$ cat src/rtl/occ_block_builder.sv
// Packs a stream of 3-bit BWT symbols into 256-bit OccBlocks:
// occ_block = {BwtSlice[31..0] (slot k at bits 160+3k), OccT, OccG, OccC, OccA (bits 39:0)}.
// Defining OCC_BLOCK_TAIL_EN adds a trailing totals-only block after a sequence that ends on a full block.
//
// Handshakes: a symbol transfers on a rising edge where sym_valid && sym_ready; a block
// transfers on a rising edge where blk_valid && blk_ready. Once raised, blk_valid,
// occ_block and blk_last stay put until that transfer.
module occ_block_builder #(
    parameter logic [2:0] PAD_SYM = 3'd4
) (
    input  logic         clk,
    input  logic         rst,
    input  logic [2:0]   sym,
    input  logic         sym_valid,
    input  logic         sym_last,
    output logic         sym_ready,
    output logic [255:0] occ_block,
    output logic         blk_valid,
    input  logic         blk_ready,
    output logic         blk_last,
    output logic         busy,
    output logic [1:0]   dbg_state
);

`ifdef OCC_BLOCK_TAIL_EN
    typedef enum logic [1:0] {FILL = 2'd0, HOLD = 2'd1, TAIL = 2'd2} state_t;
`else
    typedef enum logic [1:0] {FILL = 2'd0, HOLD = 2'd1} state_t;
`endif

    state_t      state;
    state_t      state_n;
    logic [4:0]  idx;
    logic [39:0] cnt [4];
    logic [39:0] base [4];
    logic [39:0] occ_base [4];
    logic [95:0] slice_q;
    logic [95:0] slice_n;
    logic        accept;
    logic        close_blk;
    logic        full_last;
`ifdef OCC_BLOCK_TAIL_EN
    logic        tail_pend;
`endif

    assign sym_ready = (state == FILL);
    assign accept    = sym_valid && sym_ready;
    assign close_blk = accept && (sym_last || idx == 5'd31);
    assign busy      = (idx != 5'd0) || (state != FILL);
    assign dbg_state = state;

`ifdef OCC_BLOCK_TAIL_EN
    assign full_last = sym_last && (idx == 5'd31);
`else
    assign full_last = 1'b0;
`endif

    // Slice as it stands after this symbol: new symbol in slot idx, padding above it.
    always_comb begin
        slice_n = slice_q;
        for (int k = 0; k < 32; k++) begin
            if (5'(k) == idx)
                slice_n[3*k +: 3] = sym;
            else if (5'(k) > idx)
                slice_n[3*k +: 3] = PAD_SYM;
        end
    end

    // The block's first symbol has not been captured into base yet when idx is 0.
    always_comb begin
        for (int i = 0; i < 4; i++)
            occ_base[i] = (idx == 5'd0) ? cnt[i] : base[i];
    end

    always_ff @(posedge clk) begin
        if (rst)
            state <= FILL;
        else
            state <= state_n;
    end

    always_comb begin
        state_n = state;
        case (state)
            FILL: if (close_blk) state_n = HOLD;
`ifdef OCC_BLOCK_TAIL_EN
            HOLD: if (blk_ready) state_n = tail_pend ? TAIL : FILL;
            TAIL: state_n = HOLD;
`else
            HOLD: if (blk_ready) state_n = FILL;
`endif
            default: state_n = FILL;
        endcase
    end

    always_ff @(posedge clk) begin
        if (rst) begin
            idx       <= 5'd0;
            slice_q   <= '0;
            occ_block <= '0;
            blk_valid <= 1'b0;
            blk_last  <= 1'b0;
            for (int i = 0; i < 4; i++) begin
                cnt[i]  <= '0;
                base[i] <= '0;
            end
`ifdef OCC_BLOCK_TAIL_EN
            tail_pend <= 1'b0;
`endif
        end else begin
            case (state)
                FILL: begin
                    if (accept) begin
                        slice_q <= slice_n;
                        idx     <= close_blk ? 5'd0 : idx + 5'd1;
                        if (idx == 5'd0) begin
                            for (int i = 0; i < 4; i++)
                                base[i] <= cnt[i];
                        end
                        if (!sym[2])
                            cnt[sym[1:0]] <= cnt[sym[1:0]] + 40'd1;
                        if (close_blk) begin
                            occ_block <= {slice_n, occ_base[3], occ_base[2], occ_base[1], occ_base[0]};
                            blk_valid <= 1'b1;
                            blk_last  <= sym_last && !full_last;
`ifdef OCC_BLOCK_TAIL_EN
                            tail_pend <= full_last;
`endif
                        end
                    end
                end
                HOLD: begin
                    if (blk_ready) begin
                        blk_valid <= 1'b0;
                        idx       <= 5'd0;
                        // End of sequence: the next one counts from zero.
                        if (blk_last) begin
                            for (int i = 0; i < 4; i++)
                                cnt[i] <= '0;
                        end
                    end
                end
`ifdef OCC_BLOCK_TAIL_EN
                TAIL: begin
                    occ_block <= {{32{PAD_SYM}}, cnt[3], cnt[2], cnt[1], cnt[0]};
                    blk_valid <= 1'b1;
                    blk_last  <= 1'b1;
                    tail_pend <= 1'b0;
                end
`endif
                default: ;
            endcase
        end
    end

endmodule
$ cat config.mk
export PLATFORM = sky130hd
export DESIGN_NAME = occ_block_builder
export DESIGN_NICKNAME = d
export VERILOG_FILES = /design/src/rtl/occ_block_builder.sv
export SDC_FILE = /design/constraint.sdc
export NUM_CORES = 1
export LEC_CHECK = 0
export BUFFER_PORTS_ARGS = -buffer_cell sky130_fd_sc_hd__buf_2
export CAP_MARGIN = 20
export CORE_MARGIN = 1.5
export CORE_UTILIZATION = 40
export CTS_CLUSTER_DIAMETER = 60
export DETAILED_ROUTE_END_ITERATION = 10
export GPL_TIMING_DRIVEN = 0
export SLEW_MARGIN = 20
export SYNTH_ARGS = -nofsm -noshare
export SYNTH_HDL_FRONTEND = slang
export SYNTH_SLANG_ARGS = --single-unit
$ cat constraint.sdc
create_clock -name clk -period 5.2 [get_ports clk]
set_input_delay 1.04 -clock clk [delete_from_list [all_inputs] [get_ports clk]]
set_output_delay 1.04 -clock clk [all_outputs]
set_load 0.05 [all_outputs]
; ---- Word level (Yosys, flattened, before mapping)
; Memories as Yosys holds them, arrays and structs flattened. A register that Yosys moved wholly into a read port is not among the register bits.
; Index checks and enable logic that the tools add are counted.
[totals]
ff_bits = 361
elab_cells = 208
romBits = 0
ramBits = 320
latch_bits = 0
mem_count = 2
output_inout_bits = 262
[op_classes]
n_div = 0
multipliers = 0
n_bitwise = 8
n_shift = 0
add_sub_neg = 2
n_mux = 107
eq_ne = 36
n_reduce_logical = 15
order_cmp = 32
[memory_table]
columns = memory, words, word_bits, rd, rd_clocked_by_memory_dff, wr, line_no
row1 = base, 4, 40, 4, 4, 4, 35  ; logic [39:0] base [4];
row2 = cnt, 4, 40, 5, 0, 4, 34  ; logic [39:0] cnt [4];
[ops]
columns = cell, count
row1 = $mux 40, 13
row2 = $mux 3, 64
row3 = $eq 5x5->1 const A, 16
row4 = $gt 5x5->1 const A, 16
row5 = $add 40x1->40 const B, 1
row6 = $eq 4x5->1 const A, 8
row7 = $gt 4x5->1 const A, 8
row8 = $reduce_or 40->1, 1
row9 = $mux 1, 21
row10 = $eq 3x5->1 const A, 4
row11 = $gt 3x5->1 const A, 4
row12 = $mux 5, 3
row13 = $eq 2x5->1 const A, 2
row14 = $gt 1x5->1 const A, 2
row15 = $gt 2x5->1 const A, 2
row16 = $pmux 5 s2, 1
row17 = $or 1x1->1, 8
row18 = $mux 2, 3
row19 = $reduce_and 3->1, 2
row20 = $add 5x1->5 const B, 1
row21 = $eq 1x5->1 const A, 1
row22 = $eq 5x5->1 const B, 1
row23 = $logic_not 5->1, 1
row24 = $reduce_bool 5->1, 1
row25 = other kinds (11), 16

; ---- Depth between registers and ports, before layout
[depth]
word_depth = 8
depth_mapped = 12
mapped_depth_nobuf = 8

; ---- Worst setup path before layout
; OpenSTA, ideal clock, no wires.
[synth_timing]
path_kind = register to register
startpoint = register idx[1]
endpoint = memory base[0][0], enable pin
n_path_buf = 3
path_stages_with_launch = 9
path_slack_ns = -0.234
setup_ns = 0.500
required_time_ns = 4.700
t_arrival_ns = 4.934
cell_sequence = dfxtp_1 -> clkbuf_1 -> inv_1 -> ha_1 -> nor4b_1 -> nand2_1 -> clkbuf_1 -> clkbuf_1 -> nand2b_1
[synth_lines]
columns = element, line_no
row1 = start: declaration, 33  ; logic [4:0] idx;
row2 = start signal: assignment, 115  ; idx <= close_blk ? 5'd0 : idx + 5'd1;
row3 = end: declaration, 35

; ---- Final worst setup path
[layout_timing]
startpoint = register idx[2]
endpoint = register occ_block[128]
[layout_between]
elab_chain_cells = 4
[layout_lines]
columns = element, line_no
row1 = $eq 5x5->1, 48  ; assign close_blk = accept && (sym_last || idx == 5'd31);
row2 = $logic_or 1x1->1, 48
row3 = $logic_and 1x1->1, 48
row4 = $reduce_and 3->1 (no source line), --
row5 = end signal: assignment, 123  ; occ_block <= {slice_n, occ_base[3], occ_base[2], occ_base[1], occ_base[0]};
row6 = end: declaration, 17  ; output logic [255:0] occ_block,
; Every way passes these cells.
; A chain may end at the register's enable or synchronous reset.

==> results.yml <==
outcome:
  outcome: "completed"
layout:
  areaGrowthSynthToFinish_pct: 18.20
  multi_input_area_um2: 10540
  fin_util_pct: 47.96
  post_layout_nonfiller_instances: 4176
  layout.area.seq_um2: 16360
  nets: 3197
  fillers: 6479
  drive_gt1_share_pct: 14.15
floorplan:
  die_h_um: 267.2
  floorplan.initialDensity_pct: 40.57
  core-area_um2: 68830
  floorplan.rows: 96
  die-width_um: 267.2
  die_footprint_um2: 71410
  io-pin-count: 270
yosys:
  synth_cell_type_count: 63
  number_of_enable_type_register_cells_in_the_synthesized_netlist: 280
  synth_flop_cell: "sky130_fd_sc_hd__dfxtp_1"
  syn-instance-count: 2838
  postSynthNetCount: 2851
  synth_largest_area_cell: "sky130_fd_sc_hd__edfxtp_1"
  yosys_warnings: 0
  ys_ff_latch: 677
  yosysTopAreaCellShare_pct: 30.11
  async_sr_flop_fraction_pct: 0
  synth.cell_area_um2: 27930
  portion_of_the_post_synthesis_area_used_by_sequential_elements_pct: 58.57
  avgSynthCellArea_um2: 9.840
  yosys-top-cells-area: "sky130_fd_sc_hd__edfxtp_1 30%, sky130_fd_sc_hd__dfxtp_1 28%, sky130_fd_sc_hd__nand2_1 7.6%"
sta:
  final.period_utilization_pct: 91.80
  timing.final.setup_violations: 0
  timing_worst_slew_pin_value_ps: 1029
  layout_setup_ws_ps: 426.4
  grt_setup_unrepaired: "no"
  final_period_minus_worst_setup_slack_ps: 4774
  final-hold-violation-count: 0
  skew_ps: 33.73
  max_slew_margin_pct: 31.06
  drv_slew: 0
  achievable-frequency_mhz: 209.5
drt:
  drt_first_pass_iters: 6
  drc_errors: 0
  detailroute.via_count: 23810
  final_antenna_net_count: 0
  wl_per_cell_um: 23.90
  vias_per_cell: 5.701
  drt_iter0_markers: 2699
  detail_route.wirelength_um: 99800
setup_path:
  critical_path.cell_chain: "clkbuf_1, clkbuf_1, clkbuf_1, and3_1, ha_1, nor2_1, nor2_1, clkbuf_2, clkbuf_2, buf_1, nand2_1, a21oi_1"
  crit_path_start: "idx[2]$_SDFFE_PP0P_"
  worst_setup_start_kind: "flop"
  cpMostUsedCell: "sky130_fd_sc_hd__clkbuf_1"
  worstPathMaxFanout: 10
  critical-path-max-stage-delay_ps: 600
  critPathArrivalTime_ps: 5320
  path_class: "flop to flop"
  end_kind: "flop"
  reg2reg_slack_ps: 430
  cpMaxStageDelayCell: "sky130_fd_sc_hd__clkbuf_2"
  cp.required_ps: 5750
  r2r_cells: 12
  r2r-start: "idx[2]$_SDFFE_PP0P_"
power:
  share_of_total_power_consumed_by_net_switching_pct: 28.22
  net-switching-power_uw: 3660
  fin_total_pwr_uw: 12970
  power_frac_seq_pct: 46.7
  power.share.clock_pct: 40.7
  comb_power_share_pct: 12.6
  power.leakage_uw: 0.01217
  cellInternalPower_uw: 9312
  vdd_drop_max_mv: 0.1931
  pwr_density_cell_nw_per_um2: 393.0
clocking:
  numCtsBuffers: 74
  clk_root_buffer_cell: "sky130_fd_sc_hd__clkbuf_16"
  cts_buffer_depth: 3
  clk_pin_slew_ps: 60
  post_cts_repair_setup_buffers: 0
  cts.sink_count: 677
  clock_tree.htree_level_count: 3
  clk_latency_ps: 640
  tritoncts: "built"
global_routing:
  grt.overflow.total: 0
  grt_start_max_net_pins: 43
  first_global_vias: 22470
  grt_antenna_before_repair: 1
  grt_pass1_wl_um: 145100
  gr-usage-all-layers_pct: 27.44
hold_path:
  holdCritStartpoint: "slice_q[90]$_SDFFE_PP0P_"
  worst_hold_path.num_cells: 2
  holdCritPathClass: "flop to flop"
place:
  dp_worst_setup_slack_ps: -115.9
  place_hpwl_um: 72720
  place.detailed.instances: 4039
  final_weighted_congestion_of_routability_driven_global_placement: 0.9289
  placement.io_buffers: 265
flow_run:
  maxCapViolations: 0
-- critical path, delay by kind of cell, from the launching register on --
| kind | cells | cell delay, ps |
|---|---|---|
| AOI/OAI and AO/OA | 1 | 160 |
| DFF | 1 | 380 |
| and+or+nand+nor | 4 | 790 |
| adders and majority gates | 1 | 340 |
| buffers and inverters | 6 | 3030 |
-- cells by family after synthesis --
logic type / synth area share (%)
buffers and inverters: 3.853
muxes: 3.531
and+or+nand+nor: 19.60
AOI/OAI and AO/OA: 13.02
xor gates and xnor gates: 1.192
other: 0.01343
adders and majority gates: 0.2240
DFF: 58.57
-- power by group through the flow --
stage	registers, µW	logic (µW)	clock network [µW]
after detailed placement	6160	1610	0
final	6060	1630	5280
after floorplan	6480	719	0
after CTS	6050	1620	5330
after global routing	6080	1730	5530
after global placement	6170	1570	0
-- final cells by class --
type,count,area share (%)
diodes,1,0.007581
flip-flops and latches,677,49.55
clock inverters,23,0.5913
inverters,23,0.2615
clock buffers,113,6.838
plain buffers,238,3.017
repair buffers,270,4.272
multi-input cells,1900,31.93
well taps,931,3.529
-- cell usage after synthesis (all sizes together), types with 8 or more instances --
cell,n
xnor2,34
nand2,566
o221ai,11
a21oi,189
mux4,40
buf,31
edfxtp,280
and2,127
nor3,35
o21ai,14
nor2,470
nor4,11
a211oi,111
clkbuf,207
dfxtp,397
inv,21
or3,8
a22oi,45
a311oi,122
nand3,18
nand2b,9
a32oi,13
nor3b,8
-- repair_timing --
item | CTS | global route
endpoints found under the hold margin | 0 | 0
endpoints found under the setup margin | 5 | 2
hold buffers | 0 | 0
gates resized for setup | 1 | 3
-- state kept, by name, summed over array words and instances, names as in the netlist --
register and cells:
slice_q 93, cnt 160, dbg_state 1, idx 5, blk_valid 1, blk_last 1
base 160, occ_block 256
-- per-layer routing --
| metal | global-route usage, % | wire length (µm) |
|---|---|---|
| met1 | 39.43 | 43160 |
| met2 | 40.60 | 43410 |
| met3 | 5.011 | 9484 |
| met4 | 11.26 | 3725 |
| met5 | 0 | 13 |
-- placed cells by master (no fill, tap or decap), types with 6 or more instances in the layout --
cell type and count:
sky130_fd_sc_hd__nand2_1 561, sky130_fd_sc_hd__nor2_1 470, sky130_fd_sc_hd__dfxtp_1 397, sky130_fd_sc_hd__edfxtp_1 280, sky130_fd_sc_hd__buf_2 272, sky130_fd_sc_hd__clkbuf_1 219, sky130_fd_sc_hd__a21oi_1 189, sky130_fd_sc_hd__and2_1 126
sky130_fd_sc_hd__a311oi_1 122, sky130_fd_sc_hd__a211oi_1 111, sky130_fd_sc_hd__clkbuf_16 78, sky130_fd_sc_hd__a22oi_1 45, sky130_fd_sc_hd__nor3_1 35, sky130_fd_sc_hd__xnor2_1 34, sky130_fd_sc_hd__mux4_2 28, sky130_fd_sc_hd__inv_1 21
sky130_fd_sc_hd__clkbuf_8 17, sky130_fd_sc_hd__nand3_1 16, sky130_fd_sc_hd__a32oi_1 13, sky130_fd_sc_hd__o21ai_0 13, sky130_fd_sc_hd__buf_1 12, sky130_fd_sc_hd__mux4_1 12, sky130_fd_sc_hd__o221ai_1 11, sky130_fd_sc_hd__nor4_1 11
sky130_fd_sc_hd__clkinv_2 10, sky130_fd_sc_hd__buf_4 8, sky130_fd_sc_hd__nor3b_1 8, sky130_fd_sc_hd__nand2b_1 8, sky130_fd_sc_hd__and3_1 6, sky130_fd_sc_hd__and4_1 6, sky130_fd_sc_hd__nand4_1 6
-- metrics by stage --
stage,hold WS [ps],cell area [µm²],setup TNS (ps)
2_1_floorplan,431.5,27930,0
3_3_place_gp,440.8,30420,-247690
3_5_place_dp,445.3,30550,-343.6
4_1_cts,453.7,33010,0
5_1_grt,470.9,33010,0
6_report,450.0,33010,0
-- path summary, 6_finish.rpt --
path / to
min reg2reg: slice_q[90]$_SDFFE_PP0P_
max: occ_block[128]$_SDFFE_PP0P_
max reg2reg: occ_block[128]$_SDFFE_PP0P_
min: slice_q[90]$_SDFFE_PP0P_
No activity file was read; power rests on OpenSTA's default activity.
